==> src/rtl/seq_divider.sv <==
// Iterative radix-2 restoring divider, one quotient bit per clock, signed or unsigned
// per operation, with valid/ready handshakes on both the operand and result sides.
module seq_divider #(
    parameter int unsigned WIDTH = 16
) (
    input  logic             clk,
    input  logic             rst_n,
    input  logic             in_valid,
    output logic             in_ready,
    input  logic             is_signed,
    input  logic [WIDTH-1:0] dividend,
    input  logic [WIDTH-1:0] divisor,
    output logic             out_valid,
    input  logic             out_ready,
    output logic [WIDTH-1:0] quotient,
    output logic [WIDTH-1:0] remainder,
    output logic             div_by_zero,
    output logic             overflow
);

    localparam int unsigned CNT_W = $clog2(WIDTH + 1);

    typedef enum logic [1:0] {
        IDLE = 2'd0,
        CALC = 2'd1,
        DONE = 2'd2
    } state_t;

    state_t state_q, state_d;
    logic   in_ready_d, out_valid_d;

    logic [WIDTH-1:0] rem_q, quo_q, dvs_mag_q;
    logic             q_neg_q, r_neg_q, ovf_pend_q;
    logic [CNT_W-1:0] cnt_q;

    logic             accept, last_step;
    logic             dvd_neg, dvs_neg, ovf_case;
    logic [WIDTH-1:0] dvd_mag, dvs_mag, min_val;
    logic [WIDTH:0]   shifted, diff;
    logic [WIDTH-1:0] rem_nxt, quo_nxt;

    // Operand conditioning and one restoring step
    always_comb begin
        accept    = (state_q == IDLE) && in_valid;
        last_step = (state_q == CALC) && (cnt_q == CNT_W'(1));
        min_val   = {1'b1, {(WIDTH-1){1'b0}}};
        dvd_neg   = is_signed && dividend[WIDTH-1];
        dvs_neg   = is_signed && divisor[WIDTH-1];
        dvd_mag   = dvd_neg ? (~dividend + WIDTH'(1)) : dividend;
        dvs_mag   = dvs_neg ? (~divisor + WIDTH'(1)) : divisor;
        ovf_case  = is_signed && (dividend == min_val) && (divisor == {WIDTH{1'b1}});
        shifted   = {rem_q, quo_q[WIDTH-1]};
        diff      = shifted - {1'b0, dvs_mag_q};
        rem_nxt   = diff[WIDTH] ? shifted[WIDTH-1:0] : diff[WIDTH-1:0];
        quo_nxt   = {quo_q[WIDTH-2:0], ~diff[WIDTH]};
    end

    // State and handshake registers
    always_ff @(posedge clk or negedge rst_n) begin
        if (!rst_n) begin
            state_q   <= IDLE;
            in_ready  <= 1'b1;
            out_valid <= 1'b0;
        end else begin
            state_q   <= state_d;
            in_ready  <= in_ready_d;
            out_valid <= out_valid_d;
        end
    end

    // Next-state logic
    always_comb begin
        state_d = state_q;
        case (state_q)
            IDLE: if (in_valid) state_d = (divisor == '0) ? DONE : CALC;
            CALC: if (last_step) state_d = DONE;
            DONE: if (out_ready) state_d = IDLE;
            default: state_d = IDLE;
        endcase
    end

    // Handshake outputs follow the state being entered
    always_comb begin
        in_ready_d  = 1'b0;
        out_valid_d = 1'b0;
        case (state_d)
            IDLE:    in_ready_d  = 1'b1;
            DONE:    out_valid_d = 1'b1;
            default: ;
        endcase
    end

    // Iteration datapath and result registers
    always_ff @(posedge clk or negedge rst_n) begin
        if (!rst_n) begin
            rem_q       <= '0;
            quo_q       <= '0;
            dvs_mag_q   <= '0;
            q_neg_q     <= 1'b0;
            r_neg_q     <= 1'b0;
            ovf_pend_q  <= 1'b0;
            cnt_q       <= '0;
            quotient    <= '0;
            remainder   <= '0;
            div_by_zero <= 1'b0;
            overflow    <= 1'b0;
        end else if (accept) begin
            rem_q       <= '0;
            quo_q       <= dvd_mag;
            dvs_mag_q   <= dvs_mag;
            q_neg_q     <= dvd_neg ^ dvs_neg;
            r_neg_q     <= dvd_neg;
            ovf_pend_q  <= ovf_case;
            cnt_q       <= CNT_W'(WIDTH);
            div_by_zero <= 1'b0;
            overflow    <= 1'b0;
            // Zero divisor skips the iteration and reports the dividend untouched
            if (divisor == '0) begin
                quotient    <= {WIDTH{1'b1}};
                remainder   <= dividend;
                div_by_zero <= 1'b1;
            end
        end else if (state_q == CALC) begin
            rem_q <= rem_nxt;
            quo_q <= quo_nxt;
            cnt_q <= cnt_q - CNT_W'(1);
            if (last_step) begin
                quotient  <= q_neg_q ? (~quo_nxt + WIDTH'(1)) : quo_nxt;
                remainder <= r_neg_q ? (~rem_nxt + WIDTH'(1)) : rem_nxt;
                overflow  <= ovf_pend_q;
            end
        end
    end

endmodule

==> config.mk <==
export PLATFORM = sky130hd
export DESIGN_NAME = seq_divider
export DESIGN_NICKNAME = d
export VERILOG_FILES = /design/src/rtl/seq_divider.sv
export SDC_FILE = /design/constraint.sdc
export NUM_CORES = 1
export LEC_CHECK = 0
export ABC_AREA = 0
export BUFFER_PORTS_ARGS = -buffer_cell sky130_fd_sc_hd__clkbuf_2
export CAP_MARGIN = 15
export CORE_MARGIN = 2
export CORE_UTILIZATION = 55
export CTS_CLUSTER_DIAMETER = 80
export DETAILED_ROUTE_END_ITERATION = 10
export HOLD_SLACK_MARGIN = 0.1
export PLACE_DENSITY = 0.81
export SYNTH_ARGS = -nofsm -noshare
export SYNTH_HDL_FRONTEND = slang
export SYNTH_SLANG_ARGS = --single-unit
==> constraint.sdc <==
create_clock -name clk -period 7.7 [get_ports clk]
set_input_delay 1.54 -clock clk [delete_from_list [all_inputs] [get_ports clk]]
set_output_delay 1.54 -clock clk [all_outputs]
set_load 0.02 [all_outputs]
==> metrics, run 1 <==
Filler Cell Count=between 900 and 1000; Final nets=896; fmax=roughly 0.20 GHz; sequential cell area=between 2000 and 2500 sq um; DRC viols=4; Ys Warns=0; Pre-antenna DRT Iters=9; clock transition at the registers of the reported paths=0.06 ns; crit start category=flip-flop; top_reg_cell synth=dfrtp_1; antenna violations before repair=0; routed len/inst=around 19 um; total gr overflow=0; syn nets=852; largest net degree at the start of global routing=between 70 and 80; Setup TNS=0 ns; Die Y=113.1 um; # diodes=0; most frequent CP cell=ha_1; Post-DRT Antenna Nets=0; Multi-input gate area=between 3000 and 4000 sq um; CP max-delay cell=nor3_4; clk root buf=clkbuf_16; Mapped Cells=791; clk_skew=roughly 0.014 ns; Fin. Hold Viols=0; clk sinks=between 90 and 100; Yosys reg bits=between 90 and 100; worst skew pair latency=between 0.3 and 0.4 ns; Critical Path AT=between 5 and 6 ns; Total Routing Usage GR=approximately 29%; post-synth top area cell=dfrtp_1; post-cts gate resize count=0; post-synth top area share=35.58%; Vias/cell=6.482; CP endpoint kind=flip-flop; Post-synth EDFFs=0; H-tree levels=3; clock buffer depth=2; crit path buf inv count=2; Post-CTS Hold Fix Bufs=0; HP Class=flip-flop to flip-flop; Final Slew Violations=0; Final min period=~5.0 ns; area grow syn2layout=11.36%; postcts setup bufs=0; Cell Chain, Critical Path=inv_1 > ha_1 > fa_1 > nand2b_1 > a21oi_4 > a41oi_4 > o211a_4 > nor3_4 > inv_2 > a21oi_1 > ha_1 > o21ai_0 > o41ai_1 > xor2_1 > o22ai_1; CTS Buf Count=9; area of the die=12780 sq um; Port Buf Inserts=72; Synth cell types=between 70 and 80; Setup CP Type=flip-flop to flip-flop; Max Cap Viol=0; first-pass GRT wire length=a little under 30000 um; share of the yosys chip area belonging to registers=a little over a third; Site Rows=39; IO Pins=73; Rel. slew slack=31.68%; die width=roughly 110 um; Final Cycle Share=64.74%; worst slew pin tran=1.022 ns; RSZ-0062 raised after global routing=no; vias=roughly 6400; synthesized area=about 6500 sq um; GPL Wtd Cong=~1.0; initial core utilization=between 50% and 60%; Synth async-reset ratio=100.0%; Synth area leaders=dfrtp_1, o21ai_0, nand2_1, xor2_1, ha_1; failing checks=design-rule violations; Max FO, Critical Path=25; share of layout cells above drive strength 1=between 10 and 15%; outcome=finished, violations left; CP max stage delay=between 0.7 and 0.8 ns; final WL=between 15000 and 20000 um; setup violators final=0; Post-Syn Area per Cell=just over 8 sq um; Core Region=between 10000 and 15000 sq um; Crit path max-delay family=compound AO/OA/AOI/OAI gates; vias in the first global route=between 5000 and 6000; Post-DP HPWL=13810 um; CP Data Required Time=about 7.9 ns; initial drt markers=730; commonest cells in the netlist=dfrtp_1, nand2_1, nor2_1, o21ai_0, a21oi_1; CTS tree=yes
-- routing by layer --
metal	track usage, %	up-vias	wire (um)
met3	5.731	34	1892
met5	0	-	0
met2	44.35	358	8379
li1	-	2952	-
met1	41.74	3028	7864
met4	8.699	0	363
-- cells by family (layout without fill, tap and decap cells) --
logic type	Yosys count	after routing	synth area share (%)
AND/OR/NAND/NOR	265	265	19.07
XOR/XNOR	59	59	7.900
buffers and inverters	82	131	4.839
flip-flops	94	94	35.98
AO/OA/AOI/OAI	252	252	25.10
adder cells (fa/ha/maj)	24	24	4.706
multiplexers	15	15	2.410
-- worst register-to-register path: cells and delay by family (launching register included) --
family | cells | cell delay (ns)
XOR/XNOR | 1 | 0.18
flip-flops | 1 | 0.40
buffers and inverters | 2 | 0.52
adder cells (fa/ha/maj) | 3 | 0.89
AND/OR/NAND/NOR | 2 | 0.97
AO/OA/AOI/OAI | 7 | 1.90
-- cell type report --
class	count	area share, %
Multi-Input combinational cell	615	53.42
Timing Repair Buffer	76	5.393
Sequential cell	94	32.31
Inverter	39	2.010
Clock buffer	10	3.143
Tap cell	143	2.456
Clock inverter	6	1.271
-- cell usage in the layout (no fill, tap or decap), types with 16 or more instances in the layout --
master / count
nor3_1: 16
ha_1: 23
nand3_1: 20
a21oi_1: 49
nor2_1: 71
inv_1: 37
xnor2_1: 24
xor2_1: 35
nand2_1: 93
a31oi_1: 22
o21ai_0: 71
dfrtp_1: 93
clkbuf_2: 71
-- metrics by stage --
stage	hold WS [ns]	worst slack [ns]	utilization [%]	std cells	area (sq um)
after global routing	0.4995	2.384	63.26	983	7284
after global placement	0.4613	3.087	60.46	967	6963
after detailed placement	0.4721	2.862	60.46	967	6963
after floorplan	0.4496	3.816	-	791	6541
final	0.4781	2.715	63.26	983	7284
after CTS	0.4858	2.832	63.26	983	7284
-- state kept, by name, summed over array words and instances, names as in the netlist, 2 cells and up --
signal,flops
dvs_mag_q,16
quo_q,16
quotient,16
rem_q,16
remainder,16
cnt_q,5
state_q,2
-- path summary, 6_finish.rpt --
kind	to	startpoint	depth (start not counted)	slack, ns
setup / recovery	remainder[12]	quo_q[15]	15	2.71
hold / removal	dvs_mag_q[11]	dvs_mag_q[11]	2	0.48
setup reg to reg	remainder[12]	quo_q[15]	15	2.71
hold reg to reg	dvs_mag_q[11]	dvs_mag_q[11]	2	0.48
max in group asynchronous	dvs_mag_q[6]	rst_n	2	5.43
min in group asynchronous	quotient[13]	rst_n	1	1.12
Power of run 1 is left out: the tool's default activity adds up to more than one toggle a clock period on the data nets, which glitch-free logic cannot reach.
==> run 2: changes to the inputs <==
==> constraint.sdc (replaced) <==
create_clock -name clk -period 4.9 [get_ports clk]
set_input_delay 0.98 -clock clk [delete_from_list [all_inputs] [get_ports clk]]
set_output_delay 0.98 -clock clk [all_outputs]
set_load 0.02 [all_outputs]
==> run 2 against run 1 <==
The flow still finishes with violations (design-rule violations). Core utilization grew 0.065 points. Hold slack improved by 0.0082 ns. Routed wire length rose by 2.5%. Fmax is 20% higher. Global-route usage grew 1.6 points. Clock skew is essentially flat. Setup slack worse by 2.0 ns. Count of clock-buffer cells in the layout grew 1. Critical endpoint unchanged.
==> metrics, run 2 (synthesized netlist as in run 1, its figures left out) <==
outcome=finished, violations left; failing checks=design-rule violations; postcts setup bufs=0; met2 Use GR=a little under half; Critical Path AT=around 4.4 ns; vias=6293; Rel. slew slack=just under 50%; commonest cells after routing, fill and taps aside=nand2_1, dfrtp_1, nor2_1, o21ai_0, clkbuf_2; GPL Wtd Cong=between 0.9 and 1; clk root buf=clkbuf_16; hold path startpoint=ovf_pend_q; Core Region=about 12000 sq um; Post-CTS Hold Fix Bufs=0; pre-CTS setup slack=between 0.7 and 0.8 ns; Critical Path Start=quo_q[15]; routed len/inst=19.24 um; met1 usage=43.88%; DRC viols=4; IO Pins=73; Fin. Hold Viols=0; clock transition at the registers of the reported paths=0.08 ns; RSZ-0062 raised after global routing=no; Peak VDD IR=between 0.3 and 0.4 mV; Port Buf Inserts=between 70 and 80; initial core utilization=a little under three fifths; PwrDens=876.0 nW/um^2; Leak=between 3 and 4 nW; WHS Path Cells=1; Setup CP Type=flip-flop to flip-flop; worst r2r path cells=16; FF-to-FF End=remainder[12]; area of the die=~13000 sq um; Site Rows=39; Final min period=4.142 ns; worst r2r src=quo_q[15]; CTS tree=yes; CP max stage delay=0.48 ns; clk sinks=94; CP max-delay cell=nor3_2; largest net degree at the start of global routing=61; Final Cycle Share=between 80% and 90%; Post-DRT Antenna Nets=0; clk_skew=0.01380 ns; post-cts gate resize count=0; Vias/cell=~6.4; CTS Buf Count=9; clock buffer depth=2; Final Slew Violations=0; worst slew pin tran=approximately 0.77 ns; final worst slack=between 0.7 and 0.8 ns; Die Y=approximately 110 um; initial drt markers=525; grt peak-use layer=met2; final WL=roughly 19000 um; Total Routing Usage GR=a little under a third; area grow syn2layout=11.48%; # diodes=0; crit path buf inv count=2; most frequent CP cell=ha_1; Post-DP HPWL=14270 um; die width=113.1 um; total gr overflow=0; setup violators final=0; crit start category=flip-flop; Setup TNS=0 ns; Crit path max-delay family=compound AO/OA/AOI/OAI gates; HP Class=flip-flop to flip-flop; fmax=about 0.24 GHz; worst skew pair latency=between 0.3 and 0.4 ns; Max FO, Critical Path=16; stages on the worst setup path=16; CP endpoint kind=flip-flop; Hold Path Sink=ovf_pend_q; Max Cap Viol=0; global routing usage on met3=~5.8%; Pre-antenna DRT Iters=8; first-pass GRT wire length=between 30000 and 40000 um; Cell Chain, Critical Path=inv_1 > ha_1 > fa_1 > nand2b_1 > a21oi_4 > a41oi_4 > nor3_2 > nor3_4 > inv_2 > nor2_1 > a21oi_1 > ha_1 > o21ai_0 > o41ai_1 > xor2_1 > o22ai_1; share of layout cells above drive strength 1=about 14%; Final nets=899; antenna violations before repair=0; reg2reg setup slack=approximately 0.76 ns; vias in the first global route=~6000; H-tree levels=3; CP Data Required Time=roughly 5.1 ns
## run 2: cell types whose count changed in the layout (fill, tap and decap cells not counted)
| cell | previous run | this run |
|---|---|---|
| buf_4 | 5 | 8 |
| bufinv_16 | 2 | 1 |
| clkbuf_8 | 0 | 1 |
| clkinv_4 | 0 | 1 |
| clkinvlp_4 | 2 | 1 |
## run 2: cell type report
type	count	area (sq um)
fillers	1006	4224
clock inverters	5	63.81
flip-flops and latches	94	2354
multi-input cells	615	3891
repair buffers	79	415.4
inverters	39	146.4
well taps	143	178.9
clock buffers	11	242.7
## run 2: worst max-delay path by stage
| stage | slack, ns | to |
|---|---|---|
| finish | 0.76 | remainder[12] |
| global route | 0.35 | remainder[12] |
| detailed placement | 0.80 | remainder[12] |
| global placement | 0.94 | remainder[12] |
| floorplan | 1.02 | remainder[12] |
| CTS | 0.78 | remainder[12] |
## run 2: stage by stage
| step | hold slack, ns | util, % | total power [mW] | instance area [sq um] | cells |
|---|---|---|---|---|---|
| floorplan | 0.4496 | - | 4.490 | 6541 | 791 |
| global placement | 0.4590 | 60.66 | 5.462 | 6985 | 970 |
| detailed placement | 0.4667 | 60.66 | 5.568 | 6985 | 970 |
| CTS | 0.4821 | 63.32 | 6.318 | 7292 | 986 |
| global route | 0.5162 | 63.32 | 6.895 | 7292 | 986 |
| finish | 0.4862 | 63.32 | 6.388 | 7292 | 986 |
## run 2: metal layers
metal	wire length, um	vias up
li1	-	2958
met1	8427	3016
met2	8649	283
met3	1534	36
met4	356	0
met5	0	-
## run 2: worst register-to-register path: cells and delay by family (launching register included)
family	cells	cell delay, ns
xor+xnor	1	0.18
compound gates	6	1.37
flops	1	0.39
buf+inv	2	0.32
simple gates	4	0.86
fa+ha+maj	3	0.88
## run 2: report_power, final
part	switching, mW	total [mW]	internal [mW]
clock	0.317	0.732	0.415
combinational	2.55	4.11	1.56
sequential	0.410	1.55	1.14
total	3.27	6.39	3.12
Note: power is estimated with default switching activity, not from simulation.
